$ cat config.mk
export PLATFORM = sky130hd
export DESIGN_NAME = writeback_stage
export DESIGN_NICKNAME = d
export VERILOG_FILES = /design/src/rtl/writeback_pkg.sv /design/src/rtl/wb_bypass_cmp.sv /design/src/rtl/writeback_stage.sv
export SDC_FILE = /design/constraint.sdc
export NUM_CORES = 1
export LEC_CHECK = 0
export ABC_AREA = 1
export CAP_MARGIN = 25
export CORE_MARGIN = 2
export CORE_UTILIZATION = 34
export CTS_CLUSTER_DIAMETER = 50
export DETAILED_ROUTE_END_ITERATION = 8
export PLACE_DENSITY = 0.77
export SYNTH_ARGS = -nofsm -noshare
export SYNTH_HDL_FRONTEND = slang
export SYNTH_SLANG_ARGS = --single-unit
$ cat constraint.sdc
create_clock -name clk -period 2.7 [get_ports clk]
set_clock_uncertainty 0.2 [all_clocks]
set_input_delay 0.27 -clock clk [delete_from_list [all_inputs] [get_ports clk]]
set_output_delay 0.27 -clock clk [all_outputs]
set_load 0.05 [all_outputs]
$ cat src/rtl/writeback_pkg.sv
// Shared widths, constants and the MEM/WB bundle payload for the writeback stage.
package writeback_pkg;

  localparam int unsigned REG_ADDR_W = 5;
  localparam int unsigned DATA_W     = 32;
  localparam int unsigned CNT_W      = 32;
  localparam logic [REG_ADDR_W-1:0] REG_ZERO = REG_ADDR_W'(0);

  typedef struct packed {
    logic                  regwrite;
    logic                  memtoreg;
    logic [REG_ADDR_W-1:0] rd;
    logic [DATA_W-1:0]     alu_result;
    logic [DATA_W-1:0]     mem_data;
  } mem_wb_t;

  // Result mux: load data or ALU result.
  function automatic logic [DATA_W-1:0] wb_select(input mem_wb_t b);
    return b.memtoreg ? b.mem_data : b.alu_result;
  endfunction

  // Register writes to r0 never reach the register file.
  function automatic logic wb_write_en(input mem_wb_t b);
    return b.regwrite && (b.rd != REG_ZERO);
  endfunction

endpackage

$ cat src/rtl/wb_bypass_cmp.sv
// One writeback-to-decode bypass comparison for a single source register.
module wb_bypass_cmp
  import writeback_pkg::*;
(
  input  logic                  regwrite,
  input  logic [REG_ADDR_W-1:0] writereg,
  input  logic [DATA_W-1:0]     writedata,
  input  logic [REG_ADDR_W-1:0] rs,
  output logic                  hit_c,
  output logic [DATA_W-1:0]     data_c
);

  always_comb begin
    hit_c  = regwrite && (writereg == rs) && (rs != REG_ZERO);
    data_c = hit_c ? writedata : DATA_W'(0);
  end

endmodule

$ cat src/rtl/writeback_stage.sv
// MEM/WB pipeline register driving the register file, with retire counter and
// optional decode bypass (enabled by defining WB_FORWARD_EN).
module writeback_stage
  import writeback_pkg::*;
(
  input  logic                  clk,
  input  logic                  rst,
  input  logic                  in_valid,
  input  logic                  stall,
  input  logic                  flush,
  input  logic                  in_regwrite,
  input  logic                  in_memtoreg,
  input  logic [REG_ADDR_W-1:0] in_rd,
  input  logic [DATA_W-1:0]     in_alu_result,
  input  logic [DATA_W-1:0]     in_mem_data,
  input  logic [REG_ADDR_W-1:0] dec_rs1,
  input  logic [REG_ADDR_W-1:0] dec_rs2,
  output logic                  regwrite,
  output logic [REG_ADDR_W-1:0] writereg,
  output logic [DATA_W-1:0]     writedata,
  output logic                  wb_valid,
  output logic [CNT_W-1:0]      retire_count,
  output logic                  fwd1_hit,
  output logic                  fwd2_hit,
  output logic [DATA_W-1:0]     fwd1_data,
  output logic [DATA_W-1:0]     fwd2_data
);

  mem_wb_t bundle;

  assign bundle = '{regwrite:   in_regwrite,
                    memtoreg:   in_memtoreg,
                    rd:         in_rd,
                    alu_result: in_alu_result,
                    mem_data:   in_mem_data};

  // Flush beats stall beats capture; a held bundle never re-issues its write.
  always_ff @(posedge clk or posedge rst) begin
    if (rst) begin
      regwrite     <= 1'b0;
      writereg     <= REG_ZERO;
      writedata    <= DATA_W'(0);
      wb_valid     <= 1'b0;
      retire_count <= CNT_W'(0);
    end else if (flush) begin
      regwrite <= 1'b0;
      wb_valid <= 1'b0;
    end else if (stall) begin
      regwrite <= 1'b0;
    end else if (in_valid) begin
      regwrite     <= wb_write_en(bundle);
      writereg     <= bundle.rd;
      writedata    <= wb_select(bundle);
      wb_valid     <= 1'b1;
      retire_count <= retire_count + CNT_W'(1);
    end else begin
      regwrite <= 1'b0;
      wb_valid <= 1'b0;
    end
  end

`ifdef WB_FORWARD_EN
  wb_bypass_cmp u_cmp1 (
    .regwrite  (regwrite),
    .writereg  (writereg),
    .writedata (writedata),
    .rs        (dec_rs1),
    .hit_c     (fwd1_hit),
    .data_c    (fwd1_data)
  );

  wb_bypass_cmp u_cmp2 (
    .regwrite  (regwrite),
    .writereg  (writereg),
    .writedata (writedata),
    .rs        (dec_rs2),
    .hit_c     (fwd2_hit),
    .data_c    (fwd2_data)
  );
`else
  // Bypass compiled out: ports stay, outputs tied low, decode sources ignored.
  logic unused_dec_rs;
  assign unused_dec_rs = ^{dec_rs1, dec_rs2};
  assign fwd1_hit  = 1'b0;
  assign fwd2_hit  = 1'b0;
  assign fwd1_data = DATA_W'(0);
  assign fwd2_data = DATA_W'(0);
`endif

endmodule

==> flow_summary.ini, run 1 <==
[pwr]
power_density_nw_per_um2 = 654
power.total_mw = 3.81
leakagePower_nw = 2.81
ir_drop_uv = 266

[yosys]
synth-seq-cells = 71
yosys_warnings = 0
synth_compound_area_share_pct = 8.11
synth_cells = 546
synth_top_family_by_area = simple AND/OR/NAND/NOR gates
synth_cell_types = 24
synthMuxAreaShare_pct = 0
synth_fa_ha_area_share_pct = 0.301
synthesis.area_sq_um = 4150
avgSynthCellArea_sq_um = 7.60
synth-xor-area-share_pct = 3.38
yosysSeqAreaShare_pct = 42.8
yosys.area_share.simple_pct = 25.8

[timing]
post-route-period-util_pct = 78.9
max_freq_mhz = 469
rsz0062_at_grt = false
slew_viol_final = 0
setup_tns_ps = 0
fin_hold_ws_ps = 196
worstMarginPinSlew_ps = 737
maxSlewHeadroom_pct = 50.8
hold_viol = 0
setup_violations = 0
period_needed_ps = 2130

[job]
drv_cap = 0

[global_routing]
track_usage_pct = 15.6
grt_max_degree = 73
grt_overflow = 0
antenna_found_initial = 0
grt_pass1_wl_mm = 16.1
grt_pass1_vias = 3427

[floorplan]
die_y_um = 115
coreArea_sq_um = 12000
start_util_pct = 34.7
io_pins = 223
dieWidth_um = 115
die_area_sq_um = 13100
num_rows = 40

[placement]
port_buffers = 146
hpwlAfterDp_mm = 7.49
globalplace.congestion = 0.934

[cts]
clock-sinks = 71
cts_made_buffers = 9
clockBufferDepth = 2
cts_resized = 0
path_clk_slew_ps = 60
clock_latency_ps = 330
root_buffer = clkbuf_16
cts-hold-fix-buffers = 0
htreeDepth = 3
cts_tree = yes
post_cts_buffers = 0

[routing]
drtPass1Iterations = 4
dr.first_iter.drc_count = 141
vias_per_cell = 4.25
antenna_left = 0
wl_mm = 9.65
drcViolationCount = 0
vias = 3581
wl_per_cell_um = 11.5

[setup_path]
path_cells = clkdlybuf4s50_1
crit_family = buffers and inverters
startpoint = retire_count[11]$_DFFE_PP0P_
cp_slowest_cell = clkdlybuf4s50_1
crit_arrival_ps = 1660
crit_buf_inv = 1
rr_startpoint = retire_count[0]$_DFFE_PP0P_
cp_num_cells = 1
path_class = flip-flop to output pin
worst_setup_path_end_kind = output pin
cp-start-kind = flip-flop
cp.required_ps = 2230
crit_fanout = 6
rr_worst_depth = 8
rrSetupSlack_ps = 1040
critPathCapture = retire_count[11]
slowest_delay_ps = 850
rr_endpoint = retire_count[16]$_DFFE_PP0P_

[layout]
area_delta_synth_final_pct = 40.3
layout-drive-gt1-share_pct = 5.32
mostFrequentLayoutCell = nand2_1
seq_area_sq_um = 1780
fillers = 1198
layout.nets = 777
antenna_cells = 0
fin_util_pct = 48.7
multiInputGateArea_sq_um = 1810
layout_common_cells = 162 x nand2_1, 145 x clkdlybuf4s50_1, 71 x dfrtp_1, 66 x conb_1, 63 x o21ai_0

[hold_path]
hold_class = input pin to async pin

[status]
status = finished clean
cells in the mapped netlist:
| master | instances | area [sq um] |
|---|---|---|
| o21ai_0 | 63 | 315 |
| nand3_2 | 3 | 30.0 |
| buf_4 | 66 | 495 |
| xnor2_1 | 8 | 70.1 |
| dfrtp_1 | 71 | 1780 |
| nor2_2 | 4 | 25.0 |
| nand2_1 | 162 | 608 |
| nand3b_1 | 9 | 67.6 |
| buf_1 | 3 | 11.3 |
| clkbuf_1 | 5 | 18.8 |
| nor3_1 | 4 | 20.0 |
| o21ai_1 | 3 | 15.0 |
| xor2_1 | 8 | 70.1 |
| nand4_1 | 2 | 12.5 |
| a31oi_1 | 1 | 6.26 |
| buf_2 | 6 | 30.0 |
| buf_6 | 2 | 22.5 |
| inv_1 | 62 | 233 |
| nand2_2 | 3 | 18.8 |
| nand3_1 | 18 | 90.1 |
| nor2_4 | 6 | 67.6 |
| ha_1 | 1 | 12.5 |
| conb_1 | 1 | 3.75 |
| nor2_1 | 35 | 131 |
sequential cells by signal, summed over array words and instances, names as in the netlist:
signal,cells
writereg,5
writedata,32
wb_valid,1
retire_count,32
regwrite,1
area by class of cell:
type | count | share of cell area, %
sequential | 71 | 30.5
multi-input combinational | 396 | 31.0
clock inverter | 3 | 0.688
clock buffer | 13 | 4.64
tap | 147 | 3.16
inverter | 62 | 4.00
timing repair buffer | 150 | 26.0
stage by stage:
step           worst slack [ps]  instance area [sq um]  instances
2_1_floorplan               433                   4400        611
4_1_cts                     556                   5820        842
5_1_grt                     527                   5820        842
3_3_place_gp                626                   5510        826
3_5_place_dp                611                   5510        826
6_report                    569                   5820        842
worst reg2reg max path, cell delays in order (launching register included):
cell and delay [ps]:
dfrtp_1 410, ha_1 210, nand3_2 130, inv_1 110
nand3_2 130, nor2_4 180, nand3_1 90, nand2_1 70
inv_1 30
worst min-delay path by stage:
stage	from	to	slack, ps
after global routing	rst	retire_count[4]$_DFFE_PP0P_	260
final	rst	retire_count[5]$_DFFE_PP0P_	200
after floorplan	in_rd[0]	writereg[0]$_DFFE_PP0P_	180
after global placement	wb_valid$_DFFE_PP0P_	wb_valid$_DFFE_PP0P_	260
after detailed placement	writereg[3]$_DFFE_PP0P_	writereg[3]$_DFFE_PP0P_	270
after CTS	rst	retire_count[5]$_DFFE_PP0P_	210
routing by layer:
layer  routed length, um  vias to the layer above  GRT usage [%]
met5                   0                        -              0
met4                 259                        0           6.83
met3                 872                       17           5.56
met2                4450                      153           25.3
met1                4070                     1569           18.6
li1                    -                     1842              -
where the power goes:
part / internal (mW) / leakage, nW / switching [mW]
clock network: 0.788 / 0.156 / 0.425
registers: 1.20 / 0.909 / 0.0985
logic: 0.400 / 1.74 / 0.900
cell families after synthesis:
family	after synthesis
simple gates	246
buf+inv	144
flops	71
compound gates	67
xor+xnor	16
fa+ha+maj	1
other cells	1
Note: power is estimated with default switching activity, not from simulation.
==> run 2, diff against run 1 <==
==> constraint.sdc (replaced) <==
create_clock -name clk -period 2.1 [get_ports clk]
set_clock_uncertainty 0.2 [all_clocks]
set_input_delay 0.21 -clock clk [delete_from_list [all_inputs] [get_ports clk]]
set_output_delay 0.21 -clock clk [all_outputs]
set_load 0.05 [all_outputs]
==> flow_summary.ini, run 2 (same netlist as run 1, synthesis figures left out) <==
[layout]
antenna_cells = 0
layout_common_cells = 162 x nand2_1, 133 x clkdlybuf4s50_1, 71 x dfrtp_1, 66 x conb_1, 63 x o21ai_0
layout-drive-gt1-share_pct = 7.16
area_delta_synth_final_pct = 40.3
largestRegisters = retire_count x32, writedata x32, writereg x5
fin_util_pct = 48.7
final_area_sq_um = 5820
layout.nets = 780
mostFrequentLayoutCell = nand2_1
layout.cells.non_filler = 845

[pwr]
p_clk_share_pct = 29.8
power.total_mw = 4.75
switching_share_pct = 40.1
pwr-share-seq_pct = 35.1
p_comb_share_pct = 35.1
ir_drop_uv = 402
power_density_nw_per_um2 = 815
internal_power_mw = 2.84
power_switching_mw = 1.90
leakagePower_nw = 2.87

[timing]
slew_viol_final = 0
fin_hold_ws_ps = 47.6
rsz0062_at_grt = false
layout_setup_ws_ps = 51.6
maxSlewHeadroom_pct = 63.9
worstMarginPinSlew_ps = 540
setup_violations = 0
hold_viol = 0
max_freq_mhz = 488
setup_tns_ps = 0
post-route-period-util_pct = 97.5
period_needed_ps = 2050

[global_routing]
grt_pass1_wl_mm = 16.5
grt_max_degree = 64
grt_pass1_vias = 3394
antenna_found_initial = 0
grt_overflow = 0
track_usage_pct = 16.0

[cts]
cts_tree = yes
path_clk_slew_ps = 60
cts-hold-fix-buffers = 0
clock-sinks = 71
root_buffer = clkbuf_16
clockBufferDepth = 2
cts_made_buffers = 9
clock_latency_ps = 330
htreeDepth = 3

[floorplan]
num_rows = 40
coreArea_sq_um = 12000
io_pins = 223
die_area_sq_um = 13100
dieWidth_um = 115
die_y_um = 115
start_util_pct = 34.7

[setup_path]
rr_endpoint = retire_count[16]$_DFFE_PP0P_
slowest_delay_ps = 850
rrSetupSlack_ps = 440
cp_num_cells = 1
rr_startpoint = retire_count[0]$_DFFE_PP0P_
crit_fanout = 5
path_class = flip-flop to output pin
cp-start-kind = flip-flop
path_cells = clkdlybuf4s50_1
crit_arrival_ps = 1640
crit_buf_inv = 1
crit_family = buffers and inverters
cp.required_ps = 1690
critPathCapture = retire_count[17]
cp_slowest_cell = clkdlybuf4s50_1
worst_setup_path_end_kind = output pin
startpoint = retire_count[17]$_DFFE_PP0P_
rr_worst_depth = 8

[placement]
port_buffers = 146
place_inst = 829
postPlaceCellArea_sq_um = 5540
hpwlAfterDp_mm = 7.78
globalplace.congestion = 0.885
place_ws_ps = 142

[routing]
drcViolationCount = 0
vias = 3616
wl_mm = 10.1
vias_per_cell = 4.28
dr.first_iter.drc_count = 136
antenna_left = 0
wl_per_cell_um = 11.9
drtPass1Iterations = 4

[hold_path]
hold_class = input pin to async pin

[status]
status = finished clean

[job]
drv_cap = 0
## run 2: power by group through the flow
stage          registers (mW)  logic [mW]  clock network, mW
2_1_floorplan            2.28       0.599                  0
3_3_place_gp             1.69        1.67                  0
3_5_place_dp             1.69        1.68                  0
4_1_cts                  1.67        1.68               1.45
5_1_grt                  1.69        1.77               1.52
6_report                 1.67        1.67               1.41
## run 2: worst min path at each step
stage / from / to / slack [ps] / depth (start not counted)
floorplan: in_rd[0] / writereg[0]$_DFFE_PP0P_ / 120 / 2
CTS: rst / retire_count[6]$_DFFE_PP0P_ / 60 / 2
global route: rst / retire_count[5]$_DFFE_PP0P_ / 90 / 2
finish: rst / retire_count[6]$_DFFE_PP0P_ / 50 / 2
detailed placement: wb_valid$_DFFE_PP0P_ / wb_valid$_DFFE_PP0P_ / 260 / 2
global placement: wb_valid$_DFFE_PP0P_ / wb_valid$_DFFE_PP0P_ / 260 / 2
## run 2: what timing repair did
item	in CTS	in global routing
resized for setup	0	3
setup buffers	0	0
setup endpoints to repair	0	3
## run 2: final cells by class
cell class                      instances  area [sq um]
Tap cell                              147           184
Clock inverter                          7          50.0
Clock buffer                            9           225
Fill cell                            1180          6140
Timing Repair Buffer                  153          1540
Sequential cell                        71          1780
Multi-Input combinational cell        396          1810
Inverter                               62           236
## run 2: worst register-to-register path: stages (launching register included)
cell and delay (ps):
dfrtp_1 420, ha_1 210, nand3_2 120, inv_1 110, nand3_2 130, nor2_4 170, nand3_1 90, nand2_1 80
inv_1 30
## run 2: metal layers
layer / up-vias / wire length, um / part of all wire, % / GRT usage (%)
li1: 1849 / - / - / -
met1: 1611 / 4210 / 42 / 19.4
met2: 147 / 4840 / 48 / 26.2
met3: 9 / 888 / 8.8 / 5.19
met4: 0 / 155 / 1.5 / 6.83
met5: - / 0 / 0 / 0
